`src/rtl/regfile_operand_reader.sv`:
```
// ---------------------------------------------------------------------------
// regfile_operand_reader
//
// Read side of the register file. It sits between decode and execute. It
// presents the decoded source indices to the register file read ports and
// captures both operands into one registered output stage. Writeback data
// from the same cycle is forwarded, so a captured operand is never stale. A
// held operand also follows writes to its register while downstream stalls.
//
// Ports:
//   clk                 rising-edge clock
//   reset               asynchronous, active-low reset
//   flush               synchronous pipeline flush (drops held and offered pair)
//   in_valid/in_ready   source pair handshake from decode
//   in_rs1/in_rs2       source register indices
//   rd_addr1/rd_addr2   register file read addresses (= in_rs1/in_rs2)
//   rd_data1/rd_data2   register file read data (combinational)
//   wb_en/wb_addr/wb_data  writeback port, committed by the register file
//                       at the rising edge
//   out_valid/out_ready operand pair handshake to execute
//   out_rs1/out_rs2     captured indices
//   out_op1/out_op2     captured operands
//
// Handshake: a transfer happens on a rising edge where valid & ready are both
// high. A producer holding valid keeps its payload stable until the transfer.
// Ready never depends on the same side's valid. out_valid falls only after a
// transfer or a flush. While out_valid & ~out_ready, the payload changes only
// through writeback refresh of the held operands.
// ---------------------------------------------------------------------------
module regfile_operand_reader #(
    parameter int DATA_W   = 64,
    parameter int ADDR_W   = 5,
    parameter int ZERO_REG = 31
) (
    input  logic              clk,
    input  logic              reset,
    input  logic              flush,
    input  logic              in_valid,
    output logic              in_ready,
    input  logic [ADDR_W-1:0] in_rs1,
    input  logic [ADDR_W-1:0] in_rs2,
    output logic [ADDR_W-1:0] rd_addr1,
    output logic [ADDR_W-1:0] rd_addr2,
    input  logic [DATA_W-1:0] rd_data1,
    input  logic [DATA_W-1:0] rd_data2,
    input  logic              wb_en,
    input  logic [ADDR_W-1:0] wb_addr,
    input  logic [DATA_W-1:0] wb_data,
    output logic              out_valid,
    input  logic              out_ready,
    output logic [ADDR_W-1:0] out_rs1,
    output logic [ADDR_W-1:0] out_rs2,
    output logic [DATA_W-1:0] out_op1,
    output logic [DATA_W-1:0] out_op2
);

    localparam logic [ADDR_W-1:0] ZR = ADDR_W'(ZERO_REG);

    logic              accept;
    logic [DATA_W-1:0] sel_op1;
    logic [DATA_W-1:0] sel_op2;
    logic [DATA_W-1:0] hold_op1;
    logic [DATA_W-1:0] hold_op2;

    assign rd_addr1 = in_rs1;
    assign rd_addr2 = in_rs2;

    // Flush does not gate in_ready. It only discards the accept below.
    assign in_ready = ~out_valid | out_ready;
    assign accept   = in_valid & in_ready & ~flush;

    // Capture-time select. The register file only commits wb_data at the
    // edge, so a same-cycle write to the source index is forwarded. The zero
    // register wins over the bypass because XZR is never writable.
    always_comb begin
        sel_op1 = rd_data1;
        sel_op2 = rd_data2;
        if (wb_en && (wb_addr == in_rs1)) sel_op1 = wb_data;
        if (wb_en && (wb_addr == in_rs2)) sel_op2 = wb_data;
        if (in_rs1 == ZR) sel_op1 = '0;
        if (in_rs2 == ZR) sel_op2 = '0;
    end

    // Stall-time refresh. A held operand tracks writes to its own register,
    // so it is still current when execute finally takes it.
    always_comb begin
        hold_op1 = out_op1;
        hold_op2 = out_op2;
        if (wb_en && (wb_addr == out_rs1) && (out_rs1 != ZR)) hold_op1 = wb_data;
        if (wb_en && (wb_addr == out_rs2) && (out_rs2 != ZR)) hold_op2 = wb_data;
    end

    always_ff @(posedge clk or negedge reset) begin
        if (!reset) begin
            out_valid <= 1'b0;
            out_rs1   <= ZR;
            out_rs2   <= ZR;
            out_op1   <= '0;
            out_op2   <= '0;
        end else if (flush) begin
            out_valid <= 1'b0;
        end else if (accept) begin
            out_valid <= 1'b1;
            out_rs1   <= in_rs1;
            out_rs2   <= in_rs2;
            out_op1   <= sel_op1;
            out_op2   <= sel_op2;
        end else if (out_valid && !out_ready) begin
            out_op1   <= hold_op1;
            out_op2   <= hold_op2;
        end else begin
            // Drain, or idle. The operand registers keep their last values.
            out_valid <= 1'b0;
        end
    end

endmodule

```
`config.mk`:
```
export PLATFORM = sky130hd
export DESIGN_NAME = regfile_operand_reader
export DESIGN_NICKNAME = d
export VERILOG_FILES = /design/src/rtl/regfile_operand_reader.sv
export SDC_FILE = /design/constraint.sdc
export NUM_CORES = 1
export LEC_CHECK = 0
export BUFFER_PORTS_ARGS = -buffer_cell sky130_fd_sc_hd__buf_2
export CAP_MARGIN = 20
export CORE_MARGIN = 4
export CORE_UTILIZATION = 49
export DETAILED_ROUTE_END_ITERATION = 12
export PLACE_DENSITY_LB_ADDON = 0.05
export REMOVE_ABC_BUFFERS = 1
export SKIP_LAST_GASP = 1
export SYNTH_ARGS = -nofsm -noshare
export SYNTH_HDL_FRONTEND = slang
export SYNTH_SLANG_ARGS = --single-unit
```
`constraint.sdc`:
```
create_clock -name clk -period 2.2 [get_ports clk]
set_input_delay 0.22 -clock clk [delete_from_list [all_inputs] [get_ports clk]]
set_output_delay 0.22 -clock clk [all_outputs]
set_load 0.02 [all_outputs]
```
==> summary.md, run 1 <==
| Metric | Value |
|---|---|
| Status | `completed` |
| Launch point of the worst path | `flush` |
| F_max | `486 MHz` |
| Area Growth Syn to Fin | `29.3%` |
| Commonest non-fill, non-tap cell in the layout | `buf_2` |
| GRT Total Usage | `a little over a quarter` |
| Initial Utilization | `50.0%` |
| Via density | `between 5 and 6` |
| Crit path kind | `primary input to register` |
| Post-synthesis mux area share | `0%` |
| CP top delay family | `buffers and inverters` |
| Largest family of logic cells by synthesized area | `compound AO/OA/AOI/OAI gates` |
| Critical path's slowest cell | `dlygate4sd3_1` |
| Number of distinct library cells after synthesis | `35` |
| Root Buffer | `clkbuf_16` |
| Filler cells | `~1.5k` |
| Hold crit path type | `primary input to register` |
| Pre-Repair DR Iteration Count | `4` |
| Cell taking the most area after synthesis | `dfrtp_1` |
| Die span in y | `around 140 um` |
| TritonCTS clock tree | `built` |
| GR Overflow Total | `0` |
| Final setup fails | `0` |
| Final core utilization | `about 65%` |
| Share of the synthesized area in the top cell type | `37.3%` |
| Reg-to-reg slack, setup | `between 200 and 300 ps` |
| Number of buffers created by CTS | `17` |
| IO buf count | `approximately 360` |
| R2r startpoint | `out_valid$_DFFE_PN0P_` |
| Fin. max-slew vios | `0` |
| # IOs | `363` |
| Post-CTS setup buffers | `0` |
| Clk_skew | `about 8 ps` |
| Worst endpoint data arrival time | `about 2400 ps` |
| Setup tns final | `0 ps` |
| Max cap viols | `0` |
| Sequential area share after synthesis | `around two fifths` |
| CP bufs+invs | `3` |
| VDD IR-drop max | `about 0.57 mV` |
| Most frequent cells in the layout | `buf_2 (361), nand2_1 (158), dfrtp_1 (129), a211oi_1 (128), o41ai_2 (117)` |
| Pwr/cell area | `between 700 and 800 mW/mm^2` |
| Via Count | `just over 8k` |
| CORE AREA | `about 0.017 mm^2` |
| R2r worst-path depth | `7` |
| Cells along the critical path | `dlygate4sd3_1 > buf_2 > nand4bb_1 > nor3_2 > a41oi_4 > buf_4 > o41ai_2` |
| Die area | `between 0.015 and 0.02 mm^2` |
| CTS H-tree depth | `4` |
| Post-route DRC | `0` |
| WP depth | `7` |
| Layout cells sized above 1 | `roughly 53%` |
| Clock Pin Slew Worst Setup and Hold Paths | `60 ps` |
| Fin nets | `between 1k and 1.5k` |
| Synth Area in XOR/XNOR | `1.82%` |
| Startpoint Class | `primary input` |
| CTS sink cnt | `139` |
| Synth Instances | `828` |
| ANT nets after route | `0` |
| Non-filler instance count after layout | `1378` |
| Final Routed Wirelength | `approximately 28 mm` |
| Synth Area in Simple Gates | `16.2%` |
| Synth Area in Adders | `0%` |
| Dpl cells | `1341` |
| CP endpoint kind | `register` |
| Synth Register Bits | `139` |
| Final period utilization | `93.5%` |
| Final Hold Viols | `0` |
| Detailed Place HPWL | `between 15 and 20 mm` |
| CP Max Fanout | `46` |
| Die width | `approximately 140 um` |
| Yosys warning count | `0` |
| RSZ-0062 raised after global routing | `false` |
| Starting DRT DRC Count | `just under 400` |
| Netlist Area Pre-Place | `approximately 0.0086 mm^2` |
| Gp weighted congestion | `0.891` |
| FF-to-FF End | `out_op1[35]$_DFFE_PN0P_` |
| Avg Inst Size Synth | `10.4 um^2` |
| Slew headroom | `59.3%` |
| Critical path required time | `between 2000 and 3000 ps` |
| Largest stage delay, worst path | `~540 ps` |
| Slew @ Worst Pin | `~610 ps` |
| Pin count of the biggest net entering global routing | `93` |
| Compound-Gate Fraction of Synth Area | `35.0%` |
| Row count | `48` |
| Worst-case clock buffer depth | `2` |
| Worst-Skew Late Latency | `roughly 420 ps` |
| Leakage | `~5.5 nW` |
| First-pass GRT wire length | `roughly 44 mm` |
| Critical Path End | `out_op1[16]$_DFFE_PN0P_` |
| Initial antenna violation count | `5` |
| Drt wl/cell | `20.4 um` |
| Synth top area cells | `dfrtp_1 (37%), o41ai_2 (22%), a211oi_1 (11%), nand2_1 (6.9%), nor2_2 (4.4%)` |
| Vias in the first global route | `roughly 8.1k` |
| Final Critical Period | `~2100 ps` |
==> tightest hold or removal path: stages <==
cell and delay (ps):
buf_2 120, nand2_1 50, nand2_1 40
==> metal layers <==
| layer | up-vias | wire length, um | GRT usage [%] |
|---|---|---|---|
| met5 | - | 0 | 0 |
| met1 | 3950 | 11300 | 35.9 |
| li1 | 3730 | - | - |
| met4 | 0 | 881 | 9.84 |
| met2 | 321 | 13600 | 44.4 |
| met3 | 55 | 2210 | 7.09 |
==> kinds of logic (layout without fill, tap and decap cells) <==
family	after synthesis	after routing
xor+xnor	18	18
other cells	0	5
buf+inv	99	419
flops	139	139
simple gates	309	309
compound gates	263	263
==> flip-flops by register name, summed over array words and instances, names as in the netlist <==
signal     flops
out_rs1        5
out_rs2        5
out_op2       64
out_valid      1
out_op1       64
==> cells in the mapped netlist <==
library cell,instances
a211oi_1,128
a31oi_4,1
a41oi_1,1
a41oi_2,1
and4_1,1
and4b_1,1
buf_1,3
buf_2,37
buf_4,24
buf_6,8
clkbuf_1,24
dfrtp_1,129
dfstp_2,10
inv_1,3
nand2_1,158
nand3_1,1
nand3b_2,1
nand4_1,2
nand4bb_1,1
nor2_1,73
nor2_2,61
nor2b_1,1
nor2b_4,1
nor3_1,2
nor3_2,2
nor3b_2,1
nor4_2,1
o21a_1,1
o21ai_0,1
o21ai_1,2
o41ai_1,11
o41ai_2,117
or2b_1,2
xnor2_1,6
xor2_1,12
==> timing repair <==
action / in CTS / in global routing
endpoints found under the setup margin: 0 / 29
endpoints found under the hold margin: 42 / 0
resized for setup: 0 / 2
hold buffers: 2 / 0
==> cell type report <==
| class | instances | area (um^2) | share of cell area, % |
|---|---|---|---|
| flip-flops and latches | 139 | 3490 | 31.2 |
| clock inverters | 8 | 70.1 | 0.627 |
| clock buffers | 22 | 474 | 4.24 |
| multi-input cells | 590 | 4650 | 41.7 |
| repair buffers | 386 | 2180 | 19.5 |
| inverters | 3 | 11.3 | 0.101 |
| well taps | 225 | 282 | 2.52 |
| diodes | 5 | 12.5 | 0.112 |
==> report_power, final <==
group | switching, mW | total, mW | internal (mW) | leakage [nW]
registers | 0.241 | 3.24 | 3.00 | 1.73
clock network | 1.09 | 2.72 | 1.62 | 0.267
logic | 1.65 | 2.68 | 1.04 | 3.46
==> per-stage QoR <==
step           total power [mW]  hold slack (ps)  setup slack [ps]  instance area (um^2)
6_report                   8.63             18.4               144                 11200
5_1_grt                    9.06             10.4              6.77                 11200
4_1_cts                    8.69             4.46               105                 11100
3_5_place_dp               5.97              194               190                 10600
3_3_place_gp               5.94              192               228                 10600
2_1_floorplan              4.90            -75.6             -6520                  8090
==> worst min-delay path by stage <==
| stage | depth (start not counted) | endpoint | startpoint |
|---|---|---|---|
| 2_1_floorplan | 0 | out_op1[0]$_DFFE_PN0P_ | reset |
| 5_1_grt | 3 | out_rs1[2]$_DFFE_PN1P_ | in_rs1[2] |
| 3_5_place_dp | 1 | out_op1[0]$_DFFE_PN0P_ | reset |
| 3_3_place_gp | 1 | out_op1[0]$_DFFE_PN0P_ | reset |
| 4_1_cts | 3 | out_rs1[1]$_DFFE_PN1P_ | in_rs1[1] |
| 6_report | 3 | out_rs1[1]$_DFFE_PN1P_ | in_rs1[1] |
No activity file was read; power rests on OpenSTA's default activity.
==> inputs of run 2 (changes only) <==
--- a/config.mk
+++ b/config.mk
@@ -8,7 +8,8 @@
 export BUFFER_PORTS_ARGS = -buffer_cell sky130_fd_sc_hd__buf_2
 export CAP_MARGIN = 20
 export CORE_MARGIN = 4
-export CORE_UTILIZATION = 49
+export CORE_UTILIZATION = 50
+export CTS_BUF_LIST = sky130_fd_sc_hd__clkbuf_8
 export DETAILED_ROUTE_END_ITERATION = 12
 export PLACE_DENSITY_LB_ADDON = 0.05
 export REMOVE_ABC_BUFFERS = 1
==> summary.md, run 2 (synthesis gave the netlist of run 1 again) <==
| Metric | Value |
|---|---|
| R2r startpoint | `out_rs1[0]$_DFFE_PN1P_` |
| Worst-Skew Late Latency | `roughly 440 ps` |
| Pwr Total | `around 8.0 mW` |
| Row count | `between 40 and 50` |
| Clock Pin Slew Worst Setup and Hold Paths | `about 80 ps` |
| F_max | `~480 MHz` |
| Initial Utilization | `a little over 50%` |
| Max cap viols | `0` |
| CTS H-tree depth | `4` |
| Footprint of the multi-input gates | `around 0.0046 mm^2` |
| R2r worst-path depth | `5` |
| Die span in y | `approximately 140 um` |
| Slew headroom | `63.4%` |
| Drt wl/cell | `between 20 and 25 um` |
| Most frequent cells in the layout | `buf_2 (361), nand2_1 (158), dfrtp_1 (129), a211oi_1 (128), o41ai_2 (117)` |
| Post-route DRC | `0` |
| Worst endpoint data arrival time | `2430 ps` |
| IO buf count | `~360` |
| ANT nets after route | `0` |
| Layout cells sized above 1 | `53.2%` |
| Starting DRT DRC Count | `379` |
| Setup tns final | `0 ps` |
| RSZ-0062 raised after global routing | `false` |
| Status | `completed` |
| CP endpoint kind | `register` |
| Die area | `between 0.015 and 0.02 mm^2` |
| Final setup fails | `0` |
| FF-to-FF End | `out_op1[55]$_DFFE_PN0P_` |
| Filler cells | `around 1.4k` |
| Final period utilization | `between 90% and 100%` |
| Leakage | `about 5.5 nW` |
| Pwr/cell area | `between 700 and 800 mW/mm^2` |
| # IOs | `between 300 and 400` |
| CORE AREA | `~0.017 mm^2` |
| Final Hold Viols | `0` |
| Area Growth Syn to Fin | `29.2%` |
| Hold crit path type | `primary input to register` |
| Fin. max-slew vios | `0` |
| Worst-case clock buffer depth | `2` |
| Gp weighted congestion | `between 0.8 and 0.9` |
| Number of buffers created by CTS | `17` |
| Reg-to-reg slack, setup | `approximately 230 ps` |
| CTS sink cnt | `about 140` |
| Vias in the first global route | `approximately 8.3k` |
| CP Max Fanout | `72` |
| Via density | `slightly below 6` |
| Die width | `between 100 and 150 um` |
| GRT Total Usage | `between 20 and 30%` |
| Root Buffer | `clkbuf_8` |
| First-pass GRT wire length | `between 40 and 50 mm` |
| GR Overflow Total | `0` |
| Register area | `approximately 0.0035 mm^2` |
| Crit path kind | `primary input to register` |
| Top Registers | `out_op1: 64 flops, out_op2: 64 flops` |
| Slew @ Worst Pin | `about 550 ps` |
| Final Routed Wirelength | `~29 mm` |
| Pre-Repair DR Iteration Count | `4` |
| Via Count | `approximately 8k` |
| Clk_skew | `approximately 11 ps` |
| N_diodes | `0` |
| TritonCTS clock tree | `built` |
| Initial antenna violation count | `3` |
| Detailed Place HPWL | `between 20 and 25 mm` |
| Critical path required time | `2530 ps` |
| Hold Path Sink | `out_valid$_DFFE_PN0P_` |
| Post-CTS setup buffers | `0` |
| Final Critical Period | `2100 ps` |
| Startpoint Class | `primary input` |
| Commonest non-fill, non-tap cell in the layout | `buf_2` |
| Hold depth | `3` |
| VDD IR-drop max | `roughly 0.39 mV` |
| Launch point of the worst path | `flush` |
| Pin count of the biggest net entering global routing | `between 90 and 100` |
| Hold Startpoint | `in_valid` |
| Fin nets | `between 1k and 1.5k` |
==> run 2: power breakdown <==
group / leakage [nW] / total (mW) / switching (mW) / internal (mW)
registers: 1.73 / 3.24 / 0.252 / 2.99
logic: 3.53 / 2.72 / 1.67 / 1.06
clock network: 0.195 / 2.08 / 1.02 / 1.05
total: 5.46 / 8.04 / 2.94 / 5.10
==> run 2: critical path: stages <==
cell	delay (ps)
dlygate4sd3_1	540
buf_2	150
nand4bb_1	250
nor3_1	360
a41oi_4	210
buf_12	260
o41ai_2	370
==> run 2: how the worst max path moves through the flow <==
stage	to	slack (ps)
2_1_floorplan	out_op2[0]$_DFFE_PN0P_	-6520
3_3_place_gp	out_op1[39]$_DFFE_PN0P_	250
3_5_place_dp	out_op1[48]$_DFFE_PN0P_	210
4_1_cts	out_op2[0]$_DFFE_PN0P_	120
5_1_grt	out_op1[39]$_DFFE_PN0P_	40
6_report	out_op1[55]$_DFFE_PN0P_	100
==> run 2: layout make-up <==
class                      count  area share (%)
clock buffer                  19            2.34
clock inverter                12            1.09
inverter                       3           0.101
multi-input combinational    590            41.6
sequential                   139            31.3
tap                          220            2.47
timing repair buffer         400            21.1
==> run 2: what timing repair did <==
action                                  in CTS  in global routing
endpoints found under the setup margin       0                  4
gates resized for setup                      0                  1
endpoints found under the hold margin      139                  0
hold buffers                                11                  0
==> run 2: per-layer routing <==
layer	vias up	part of all wire (%)	track usage, %
met5	-	0.13	0
met4	6	2.6	9.47
met3	53	7.0	6.62
met2	328	49	48.4
met1	3911	41	37.9
li1	3745	-	-
==> run 2: per-stage QoR <==
step / utilization (%) / hold WS [ps] / setup slack [ps] / cells / cell area (um^2)
after floorplan: - / -75.6 / -6520 / 732 / 8090
after global placement: 63.6 / 98.9 / 254 / 1341 / 10700
after detailed placement: 63.6 / 95.4 / 209 / 1341 / 10700
after CTS: 66.6 / 54.4 / 121 / 1383 / 11200
after global routing: 66.6 / 89.8 / 35.8 / 1383 / 11200
final: 66.6 / 79.9 / 102 / 1383 / 11200
==> inputs of run 3 (changes only) <==
--- a/config.mk
+++ b/config.mk
@@ -5,12 +5,12 @@
 export SDC_FILE = /design/constraint.sdc
 export NUM_CORES = 1
 export LEC_CHECK = 0
-export BUFFER_PORTS_ARGS = -buffer_cell sky130_fd_sc_hd__buf_2
 export CAP_MARGIN = 20
 export CORE_MARGIN = 4
 export CORE_UTILIZATION = 50
 export CTS_BUF_LIST = sky130_fd_sc_hd__clkbuf_8
 export DETAILED_ROUTE_END_ITERATION = 12
+export DONT_BUFFER_PORTS = 1
 export PLACE_DENSITY_LB_ADDON = 0.05
 export REMOVE_ABC_BUFFERS = 1
 export SKIP_LAST_GASP = 1
==> constraint.sdc (replaced) <==
create_clock -name clk -period 2.4 [get_ports clk]
set_input_delay 0.24 -clock clk [delete_from_list [all_inputs] [get_ports clk]]
set_output_delay 0.24 -clock clk [all_outputs]
set_load 0.02 [all_outputs]
==> summary.md, run 3 (synthesis gave the netlist of run 1 again) <==
| Metric | Value |
|---|---|
| Logic pwr share | `a little under a fifth` |
| Post-CTS sizing | `0` |
| Detailed Place HPWL | `18.9 mm` |
| DP Area | `between 0.008 and 0.009 mm^2` |
| ANT nets after route | `0` |
| Worst-case clock buffer depth | `2` |
| Critical path's slowest cell | `dfrtp_1` |
| Sw power | `between 2 and 3 mW` |
| GRT Total Usage | `between 20% and 30%` |
| Number of buffers created by CTS | `17` |
| Hold crit path type | `primary input to asynchronous set/reset pin` |
| Top Registers | `out_op1: 64 flops, out_op2: 64 flops` |
| N_diodes | `0` |
| Pre-Repair DR Iteration Count | `4` |
| Pwr Total | `about 7.4 mW` |
| Die area | `between 0.015 and 0.02 mm^2` |
| Status | `complete, but fails checks` |
| Gp weighted congestion | `0.854` |
| Root Buffer | `clkbuf_8` |
| Clock Pin Slew Worst Setup and Hold Paths | `~90 ps` |
| Final Critical Period | `2300 ps` |
| CORE AREA | `0.0168 mm^2` |
| CTS sink cnt | `139` |
| TritonCTS clock tree | `built` |
| Die span in y | `about 140 um` |
| Clock power frac | `between 30 and 40%` |
| Worst endpoint data arrival time | `2630 ps` |
| Area Growth Syn to Fin | `19.2%` |
| CTS H-tree depth | `4` |
| IO buf count | `0` |
| Final Hold Viols | `139` |
| Reg power frac | `48.4%` |
| Post-CTS setup buffers | `0` |
| Vias in the first global route | `7747` |
| Pwr/cell area | `about 720 mW/mm^2` |
| Internal cell power | `a little under 5 mW` |
| Slew headroom | `about 66%` |
| Cell area after layout | `between 0.01 and 0.015 mm^2` |
| Non-filler instance count after layout | `1109` |
| Initial Utilization | `roughly half` |
| Leakage | `4.36 nW` |
| Max cap viols | `0` |
| Commonest non-fill, non-tap cell in the layout | `nand2_1` |
| Fin. max-slew vios | `0` |
| Fin nets | `approximately 1.1k` |
| Post-route DRC | `0` |
| Largest stage delay, worst path | `between 400 and 500 ps` |
| Failing checks | `hold timing` |
| Final period utilization | `95.6%` |
| Clk_skew | `approximately 13 ps` |
| Hold_ws | `-517 ps` |
| Fraction of power spent switching nets | `~34%` |
| Most frequent cells in the layout | `nand2_1 (158), dfrtp_1 (129), a211oi_1 (128), o41ai_2 (117), dlygate4sd3_1 (102)` |
| R2r startpoint | `out_valid$_DFFE_PN0P_` |
| Reg-to-reg slack, setup | `approximately 100 ps` |
| Post-route setup slack | `105 ps` |
| First-pass GRT wire length | `between 40 and 50 mm` |
| Pin count of the biggest net entering global routing | `140` |
| Via density | `around 6.6` |
| Final Routed Wirelength | `between 20 and 30 mm` |
| Cells along the critical path | `nor2b_4 > nor3b_2 > o21a_2 > buf_12 > nor2_1 > o41ai_2` |
| Worst-Skew Late Latency | `between 400 and 500 ps` |
| Row count | `between 40 and 50` |
| Dpl cells | `just under 1k` |
| Startpoint Class | `register` |
| Layout cells sized above 1 | `28.6%` |
| R2r worst-path depth | `6` |
| CP endpoint kind | `register` |
| F_max | `about 440 MHz` |
| VDD IR-drop max | `between 0.3 and 0.4 mV` |
| Crit path kind | `register to register` |
| FF-to-FF End | `out_op1[55]$_DFFE_PN0P_` |
| Initial antenna violation count | `0` |
| CP Max Fanout | `64` |
| Final core utilization | `between 60% and 70%` |
| Slew @ Worst Pin | `512 ps` |
| Final setup fails | `0` |
| Drt wl/cell | `about 26 um` |
| Starting DRT DRC Count | `roughly 400` |
| Via Count | `around 7.3k` |
| RSZ-0062 raised after global routing | `false` |
| # IOs | `363` |
| Die width | `139 um` |
| GR Overflow Total | `0` |
| CTS Hold Bufs | `102` |
| Critical path required time | `about 2700 ps` |
| Setup WS pre-CTS | `~230 ps` |
[run 3: cell types whose count changed in the layout (fill, tap and decap cells not counted), sizes merged]
cell	delta
inv	-2
dlygate4sd3	+91
buf	-365
clkinv	-1
bufinv	+5
clkinvlp	-2
[run 3: critical path, delay by kind of cell, from the launching register on]
| family | cells | cell delay [ps] |
|---|---|---|
| compound gates | 2 | 630 |
| buf+inv | 1 | 310 |
| simple gates | 3 | 740 |
| flops | 1 | 480 |
[run 3: power groups by stage]
stage               sequential (mW)  clock [mW]  combinational (mW)
floorplan                      3.47           0                1.02
global placement               3.63           0                1.14
detailed placement             3.63           0                1.20
CTS                            3.59        2.50                1.37
global route                   3.62        2.61                1.50
finish                         3.59        2.45                1.37
[run 3: layer usage]
metal | global-route usage, % | wire length [um] | vias up
met3 | 9.19 | 2810 | 72
met2 | 49.4 | 14400 | 419
met4 | 12.7 | 1110 | 0
met5 | 0 | 0 | -
met1 | 35.1 | 10800 | 3645
li1 | - | - | 3193
[run 3: how the worst max path moves through the flow]
stage	startpoint	cells after the start	to	slack [ps]
after floorplan	out_rs2[3]$_DFFE_PN1P_	4	out_op2[0]$_DFFE_PN0P_	-6320
after detailed placement	out_valid$_DFFE_PN0P_	6	out_op1[38]$_DFFE_PN0P_	230
after global routing	out_valid$_DFFE_PN0P_	6	out_op1[55]$_DFFE_PN0P_	30
after global placement	out_valid$_DFFE_PN0P_	6	out_op1[33]$_DFFE_PN0P_	310
after CTS	out_valid$_DFFE_PN0P_	6	out_op1[55]$_DFFE_PN0P_	120
final	out_valid$_DFFE_PN0P_	6	out_op1[55]$_DFFE_PN0P_	100
[run 3: final cells by class]
cell class	instances	area, um^2
flip-flops and latches	139	3490
clock inverters	12	243
inverters	3	11.3
clock buffers	19	262
multi-input cells	590	4640
well taps	220	275
repair buffers	126	1380
fillers	1390	6460
[run 3: metrics by stage]
stage / hold slack, ps / TNS, ps
5_1_grt: -554 / 0
2_1_floorplan: -55.6 / -665590
3_3_place_gp: -51.0 / 0
4_1_cts: -556 / 0
3_5_place_dp: -51.2 / 0
6_report: -517 / 0
